--- config.mk ---
export PLATFORM = sky130hd
export DESIGN_NAME = hs_mem_spram_arb
export DESIGN_NICKNAME = d
export VERILOG_FILES = /design/src/rtl/hs_math_basic_pkg.sv /design/src/rtl/hs_mem_arb_pkg.sv /design/src/rtl/hs_arb_rr.sv /design/src/rtl/hs_mem_spram.sv /design/src/rtl/hs_mem_spram_arb.sv
export SDC_FILE = /design/constraint.sdc
export NUM_CORES = 1
export LEC_CHECK = 0
export BUFFER_PORTS_ARGS = -buffer_cell sky130_fd_sc_hd__buf_2
export CORE_MARGIN = 3
export CORE_UTILIZATION = 58
export CTS_CLUSTER_DIAMETER = 80
export DETAILED_ROUTE_END_ITERATION = 10
export GPL_TIMING_DRIVEN = 0
export PLACE_DENSITY = 0.79
export SYNTH_ARGS = -nofsm -noshare
export SYNTH_HDL_FRONTEND = slang
export SYNTH_SLANG_ARGS = --single-unit
export TNS_END_PERCENT = 100
--- constraint.sdc ---
create_clock -name clk -period 4.2 [get_ports clk]
set_clock_uncertainty 0.15 [all_clocks]
set_input_delay 0.21 -clock clk [delete_from_list [all_inputs] [get_ports clk]]
set_output_delay 0.21 -clock clk [all_outputs]
set_load 0.01 [all_outputs]
--- src/rtl/hs_math_basic_pkg.sv ---
// rtl/hs_math_basic_pkg.sv - small elaboration-time math helpers
package hs_math_basic_pkg;

    // Smallest power of two that is >= v (returns 1 for v <= 1).
    function automatic int ceil_to_nxt_pow2(input int v);
        int p;
        p = 1;
        while (p < v) p = p << 1;
        return p;
    endfunction

endpackage

--- src/rtl/hs_mem_arb_pkg.sv ---
// rtl/hs_mem_arb_pkg.sv - shared types and round-robin pick function for the RAM arbiter
package hs_mem_arb_pkg;

    typedef enum logic {
        INIT = 1'b0,
        RUN  = 1'b1
    } hs_mem_arb_state_e;

    // Widest requester vector the pick function handles.
    localparam int RR_MAX = 16;

    typedef struct packed {
        logic       found;
        logic [3:0] id;
    } rr_pick_t;

    // First set bit of valid[num-1:0], scanning cyclically upward from ptr.
    function automatic rr_pick_t rr_pick(input logic [RR_MAX-1:0] valid,
                                         input logic [3:0]        ptr,
                                         input int unsigned       num);
        rr_pick_t    r;
        int unsigned idx;
        r = '0;
        for (int unsigned k = 0; k < RR_MAX; k++) begin
            idx = (32'(ptr) + k) % num;
            if (k < num && !r.found && valid[idx[3:0]]) begin
                r.found = 1'b1;
                r.id    = idx[3:0];
            end
        end
        return r;
    endfunction

endpackage

--- src/rtl/hs_arb_rr.sv ---
// rtl/hs_arb_rr.sv - generic round-robin arbiter owning the rotating priority pointer
module hs_arb_rr
    import hs_mem_arb_pkg::*;
#(
    parameter int  NUM_REQ  = 4,
    localparam int ID_WIDTH = (NUM_REQ > 1) ? $clog2(NUM_REQ) : 1
) (
    input  logic                clk,
    input  logic                rst,
    input  logic [NUM_REQ-1:0]  req,
    input  logic                advance,
    output logic [NUM_REQ-1:0]  gnt,
    output logic [ID_WIDTH-1:0] gnt_id
);

    logic [ID_WIDTH-1:0] r_rr_ptr;
    rr_pick_t            w_pick;

    assign w_pick = rr_pick(RR_MAX'(req), 4'(r_rr_ptr), NUM_REQ);

    // Grant is purely combinational so ready can be returned in the request cycle.
    always_comb begin
        gnt    = (advance && w_pick.found) ? (NUM_REQ'(1) << w_pick.id) : '0;
        gnt_id = ID_WIDTH'(w_pick.id);
    end

    // Pointer moves just past the winner; idle cycles leave it in place.
    always_ff @(posedge clk) begin
        if (rst) begin
            r_rr_ptr <= '0;
        end else if (advance && w_pick.found) begin
            r_rr_ptr <= ID_WIDTH'((32'(w_pick.id) + 32'd1) % NUM_REQ);
        end
    end

endmodule

--- src/rtl/hs_mem_spram.sv ---
// rtl/hs_mem_spram.sv - latency-1 read-first single-port RAM
module hs_mem_spram
    import hs_math_basic_pkg::*;
#(
    parameter type DATA_TYPE  = logic [7:0],
    parameter int  DATA_DEPTH = 16,
    localparam int ADDR_WIDTH = (DATA_DEPTH > 1) ? $clog2(DATA_DEPTH) : 1
) (
    input  logic                  clk,
    input  logic                  i_ce,
    input  logic                  i_wen,
    input  logic [ADDR_WIDTH-1:0] i_addr,
    input  DATA_TYPE              i_wdata,
    output DATA_TYPE              o_rdata
);

    // Rounded up so every address the port can carry maps to storage.
    localparam int MEM_SIZE = ceil_to_nxt_pow2((DATA_DEPTH < 2) ? 2 : DATA_DEPTH);

    DATA_TYPE r_mem [MEM_SIZE];

    // Read-first access: old content is returned even when the same cycle writes.
    always_ff @(posedge clk) begin
        if (i_ce) begin
            o_rdata <= r_mem[i_addr];
            if (i_wen) r_mem[i_addr] <= i_wdata;
        end
    end

endmodule

--- src/rtl/hs_mem_spram_arb.sv ---
// rtl/hs_mem_spram_arb.sv - round-robin sharing of one single-port RAM with zero-fill init
module hs_mem_spram_arb
    import hs_mem_arb_pkg::*;
#(
    parameter type DATA_TYPE  = logic [7:0],
    parameter int  DATA_DEPTH = 16,
    parameter int  NUM_REQ    = 4,
    parameter int  INIT_EN    = 1,
    localparam int ADDR_WIDTH = (DATA_DEPTH > 1) ? $clog2(DATA_DEPTH) : 1,
    localparam int ID_WIDTH   = (NUM_REQ > 1) ? $clog2(NUM_REQ) : 1
) (
    input  logic                                clk,
    input  logic                                rst,
    input  logic [NUM_REQ-1:0]                  req_valid,
    output logic [NUM_REQ-1:0]                  req_ready,
    input  logic [NUM_REQ-1:0][ADDR_WIDTH-1:0]  req_addr,
    input  DATA_TYPE                            req_wdata [NUM_REQ],
    input  logic [NUM_REQ-1:0]                  req_wen,
    output logic [NUM_REQ-1:0]                  rsp_valid,
    output DATA_TYPE                            rsp_rdata,
    output logic                                init_done
);

    localparam hs_mem_arb_state_e RESET_STATE = (INIT_EN != 0) ? INIT : RUN;

    hs_mem_arb_state_e   r_state;
    hs_mem_arb_state_e   w_state_nxt;
    logic [ADDR_WIDTH:0] r_init_addr;
    logic                r_rsp_pend;
    logic [ID_WIDTH-1:0] r_rsp_id;

    logic                w_run;
    logic [NUM_REQ-1:0]  w_gnt;
    logic [ID_WIDTH-1:0] w_gnt_id;
    logic                w_ram_wen;
    logic [ADDR_WIDTH-1:0] w_ram_addr;
    DATA_TYPE            w_ram_wdata;
    DATA_TYPE            w_ram_rdata;

    // State register; reset restarts the zero-fill when enabled.
    always_ff @(posedge clk) begin
        if (rst) r_state <= RESET_STATE;
        else     r_state <= w_state_nxt;
    end

    // Leave INIT right after the last address has been written.
    always_comb begin
        w_state_nxt = r_state;
        if (r_state == INIT && r_init_addr == (ADDR_WIDTH+1)'(DATA_DEPTH - 1)) begin
            w_state_nxt = RUN;
        end
    end

    // Init address walks one entry per cycle; the extra bit avoids wrap at power-of-2 depths.
    always_ff @(posedge clk) begin
        if (rst)                   r_init_addr <= '0;
        else if (r_state == INIT)  r_init_addr <= r_init_addr + 1'b1;
    end

    // Outputs and RAM port: zero-fill in INIT, granted requester in RUN; reset masks everything.
    always_comb begin
        w_run       = (r_state == RUN) && !rst;
        init_done   = w_run;
        req_ready   = w_gnt;
        w_ram_wen   = 1'b0;
        w_ram_addr  = '0;
        w_ram_wdata = '0;
        if (r_state == INIT) begin
            w_ram_wen  = 1'b1;
            w_ram_addr = r_init_addr[ADDR_WIDTH-1:0];
        end else begin
            w_ram_addr  = req_addr[w_gnt_id];
            w_ram_wdata = req_wdata[w_gnt_id];
            w_ram_wen   = (|w_gnt) && req_wen[w_gnt_id];
        end
    end

    // Remember who was served so the response pulse lands one cycle later.
    always_ff @(posedge clk) begin
        if (rst) begin
            r_rsp_pend <= 1'b0;
            r_rsp_id   <= '0;
        end else begin
            r_rsp_pend <= |w_gnt;
            r_rsp_id   <= w_gnt_id;
        end
    end

    assign rsp_valid = (r_rsp_pend && !rst) ? (NUM_REQ'(1) << r_rsp_id) : '0;
    assign rsp_rdata = w_ram_rdata;

    hs_arb_rr #(
        .NUM_REQ (NUM_REQ)
    ) u_arb (
        .clk     (clk),
        .rst     (rst),
        .req     (req_valid),
        .advance (w_run),
        .gnt     (w_gnt),
        .gnt_id  (w_gnt_id)
    );

    hs_mem_spram #(
        .DATA_TYPE  (DATA_TYPE),
        .DATA_DEPTH (DATA_DEPTH)
    ) u_ram (
        .clk     (clk),
        .i_ce    (1'b1),
        .i_wen   (w_ram_wen),
        .i_addr  (w_ram_addr),
        .i_wdata (w_ram_wdata),
        .o_rdata (w_ram_rdata)
    );

endmodule

==> results by group <==
Outcome
  – Outcome: finished clean

Layout
  – Area grow syn2layout: 19.1%
  – Final instance area: about 0.0076 sq mm
  – N_diodes: 0
  – Fillers: 669
  – Multi-input combinational cell area: 0.00204 sq mm
  – Post-route non-filler standard cell count: between 700 and 800
  – Post-layout util: between 70% and 80%
  – Share of cells above drive strength 1: a little under a quarter
  – # nets final: approximately 670
  – Reg area: about 0.0042 sq mm

Power
  – Worst vdd ir: about 320 uV
  – Sequential power share: around half
  – Total power after layout: about 3.4 mW
  – NetSw: around 0.86 mW
  – P per Cell Area: approximately 440 mW/mm^2
  – Logic pwr share: 9.5%
  – Internal cell power: ~2.5 mW
  – Sw frac: between 20% and 30%
  – Clk network pwr share: about two fifths
  – Leak Pwr: 2.77 nW

Placement
  – Hpwl dp: around 11 mm
  – Post-Place Setup Slack: about 0.19 ns
  – Placer congestion estimate: approximately 0.85
  – Placement Cell Area: 0.00705 sq mm
  – Port Buf Inserts: between 70 and 80
  – Placed insts: 730

Worst setup path
  – R2R Setup Slk: 0.14 ns
  – Crit path launch type: flip-flop
  – FF-to-FF Start: u_arb.r_rr_ptr[1]
  – Setup Crit Path Kind: reg2reg
  – WP data arrival: roughly 4 ns
  – Reg2reg path depth: 9
  – Worst r2r dst: u_ram.r_mem[3][1]
  – Critical path endpoint category: flip-flop
  – Worst EP required: 4.20 ns
  – CP max FO: 10

Routing
  – Final ANT Viol Nets: 0
  – Vias per inst: approximately 6.3
  – Routed WL per cell: around 22 um
  – Drt drc: 0
  – Pre-antenna DRT Iters: 5
  – Final WL: ~16 mm
  – Routed via count: 4827
  – DRT iter0 DRCs: 542

Yosys
  – Synthesized area per cell: around 12 sq um
  – Count leader, synth: edfxtp_1
  – FFs w/ async S/R, synth: 0%
  – Post-synthesis sequential area ratio: about two thirds
  – Synthesized area: 0.00640 sq mm
  – Synth Net Count: approximately 570
  – Post-synthesis cell type count: 50
  – Flops & latches, synth: 147
  – Top FF cell, synth: edfxtp_1
  – Cells after Synth: between 500 and 600
  – EDFF count, synth: roughly 130
  – Top-area cell type share of the netlist area: between 60 and 70%
  – Total of warnings raised by yosys: 0
  – Area leader, netlist: edfxtp_1
  – Commonest cells post-synth: edfxtp_1, nand2_1, nor2_1, a21oi_1, a221oi_1
  – Synth top area cells: edfxtp_1, dfxtp_1, a221oi_1

Floorplanning
  – Standard-cell rows: 37
  – Die width: 111 um
  – Die Y-Extent: between 100 and 150 um
  – Num ports: 75
  – Core Area: between 0.01 and 0.015 sq mm
  – Die area: between 0.01 and 0.015 sq mm
  – Starting Density: between 60% and 70%

STA
  – Final worst slack: between 0.1 and 0.15 ns
  – Post-Route Setup TNS: 0 ns
  – Min Tclk post-route: approximately 4 ns
  – Fin crit share: 96.7%
  – Worst-Margin Slew: ~1.1 ns
  – Final hold violation count: 0
  – Setup violations, final: 0
  – Slew Viols, Final: 0
  – RSZ-0062 raised after global routing: true
  – Hold_ws: 0.0867 ns
  – Relative slew slack: between 20% and 30%
  – F_max: around 250 MHz

CTS
  – Root Buffer: clkbuf_8
  – Postcts setup bufs: 0
  – Clock Pin Slew Worst Setup and Hold Paths: 0.07 ns
  – CTS sink count: 147
  – Clock Latency Late Sink: approximately 0.53 ns
  – TritonCTS Buffers: 17
  – CTS tree: done
  – H-tree level count: 4
  – Max clock buf depth: 2

Worst hold path
  – Hold Crit Start: req_wdata[17]
  – Worst hold endpoint: u_ram.r_mem[11][1]
  – Hold Path Class: in2reg
  – Hold path cells: 3

GRT
  – Number of global-route vias before repair: 4691
  – Initial antenna violation count: 0
  – Gr ovfl total: 0
  – Tot GR Track Use: 27.1%
  – Largest net degree at the start of global routing: 17
  – First-pass GRT wire length: 25.6 mm

Job
  – Maxcap violations: 0
[state kept, by name, summed over array words and instances (netlist names)]
register        cells
r_init_addr         5
r_rsp_id            2
r_rsp_pend          1
r_state             1
u_arb.r_rr_ptr      2
u_ram.o_rdata       8
u_ram.r_mem       128
[timing repair]
item                                   in CTS  in global routing
setup endpoints to repair                   0                 64
endpoints found under the hold margin       1                  0
resized for setup                           0                  4
hold buffers                                1                  0
[area by class of cell]
cell class,count,share of cell area [%]
Timing Repair Buffer,82,5.88
Inverter,3,0.148
Sequential cell,147,55.4
Tap cell,136,2.23
Clock inverter,15,1.86
Multi-Input combinational cell,326,26.8
Clock buffer,17,5.43
Buffer,37,2.20
[cell usage in the layout, fill, tap and decap left out, drive strengths merged, types with 2 or more instances in the layout]
cell,instances
ha,2
clkinv,5
dfxtp,19
nand2,71
nor3,4
a311oi,17
buf,90
nor4bb,2
nor4b,2
o21ai,12
a221oi,32
edfxtp,128
clkbuf,45
and3,4
mux2i,9
nor2b,25
inv,12
mux2,9
a21o,2
a21oi,36
a31oi,2
nand2b,2
nor4,2
a211oi,9
nand3,15
or4,9
nor2,46
[routing by layer]
metal / vias to the layer above / track usage, % / share of wire [%]
met5: - / 0 / 0
met4: 0 / 9.41 / 2.2
met3: 35 / 7.70 / 9.6
met2: 287 / 43.6 / 49
met1: 2332 / 35.7 / 39
li1: 2173 / - / -
[kinds of logic after synthesis]
group / after synthesis / synth area share, %
fa+ha+maj: 2 / 0.391
simple gates: 187 / 14.5
xor+xnor: 2 / 0.274
compound gates: 117 / 13.0
mux: 18 / 3.05
buf+inv: 40 / 2.80
flops: 147 / 66.0
[critical path: stages, from the launching register on]
cell      delay [ns]
dfxtp_1         0.31
clkbuf_1        0.33
nor4b_4         0.56
o21ai_1         0.12
a211o_1         0.30
nand3_1         0.12
clkbuf_1        0.41
buf_1           0.47
nand2_1         0.26
nor2_1          0.65
[power groups by stage]
stage	Sequential [mW]	Combinational, mW	Clock (mW)
2_1_floorplan	1.67	0.182	0
3_3_place_gp	1.66	0.291	0
3_5_place_dp	1.67	0.305	0
4_1_cts	1.63	0.311	1.40
5_1_grt	1.64	0.345	1.47
6_report	1.63	0.318	1.40
[worst max-delay path by stage]
stage	slack (ns)	endpoint	startpoint
3_5_place_dp	0.19	u_ram.r_mem[1][3]	u_arb.r_rr_ptr[1]
4_1_cts	0.17	u_ram.r_mem[1][5]	u_arb.r_rr_ptr[1]
5_1_grt	-0.14	u_ram.r_mem[15][4]	u_arb.r_rr_ptr[1]
2_1_floorplan	1.0	u_ram.r_mem[0][0]	u_arb.r_rr_ptr[1]
6_report	0.14	u_ram.r_mem[3][1]	u_arb.r_rr_ptr[1]
3_3_place_gp	-0.008	u_ram.r_mem[3][4]	u_arb.r_rr_ptr[1]
Power figures use the tool's default switching activity.
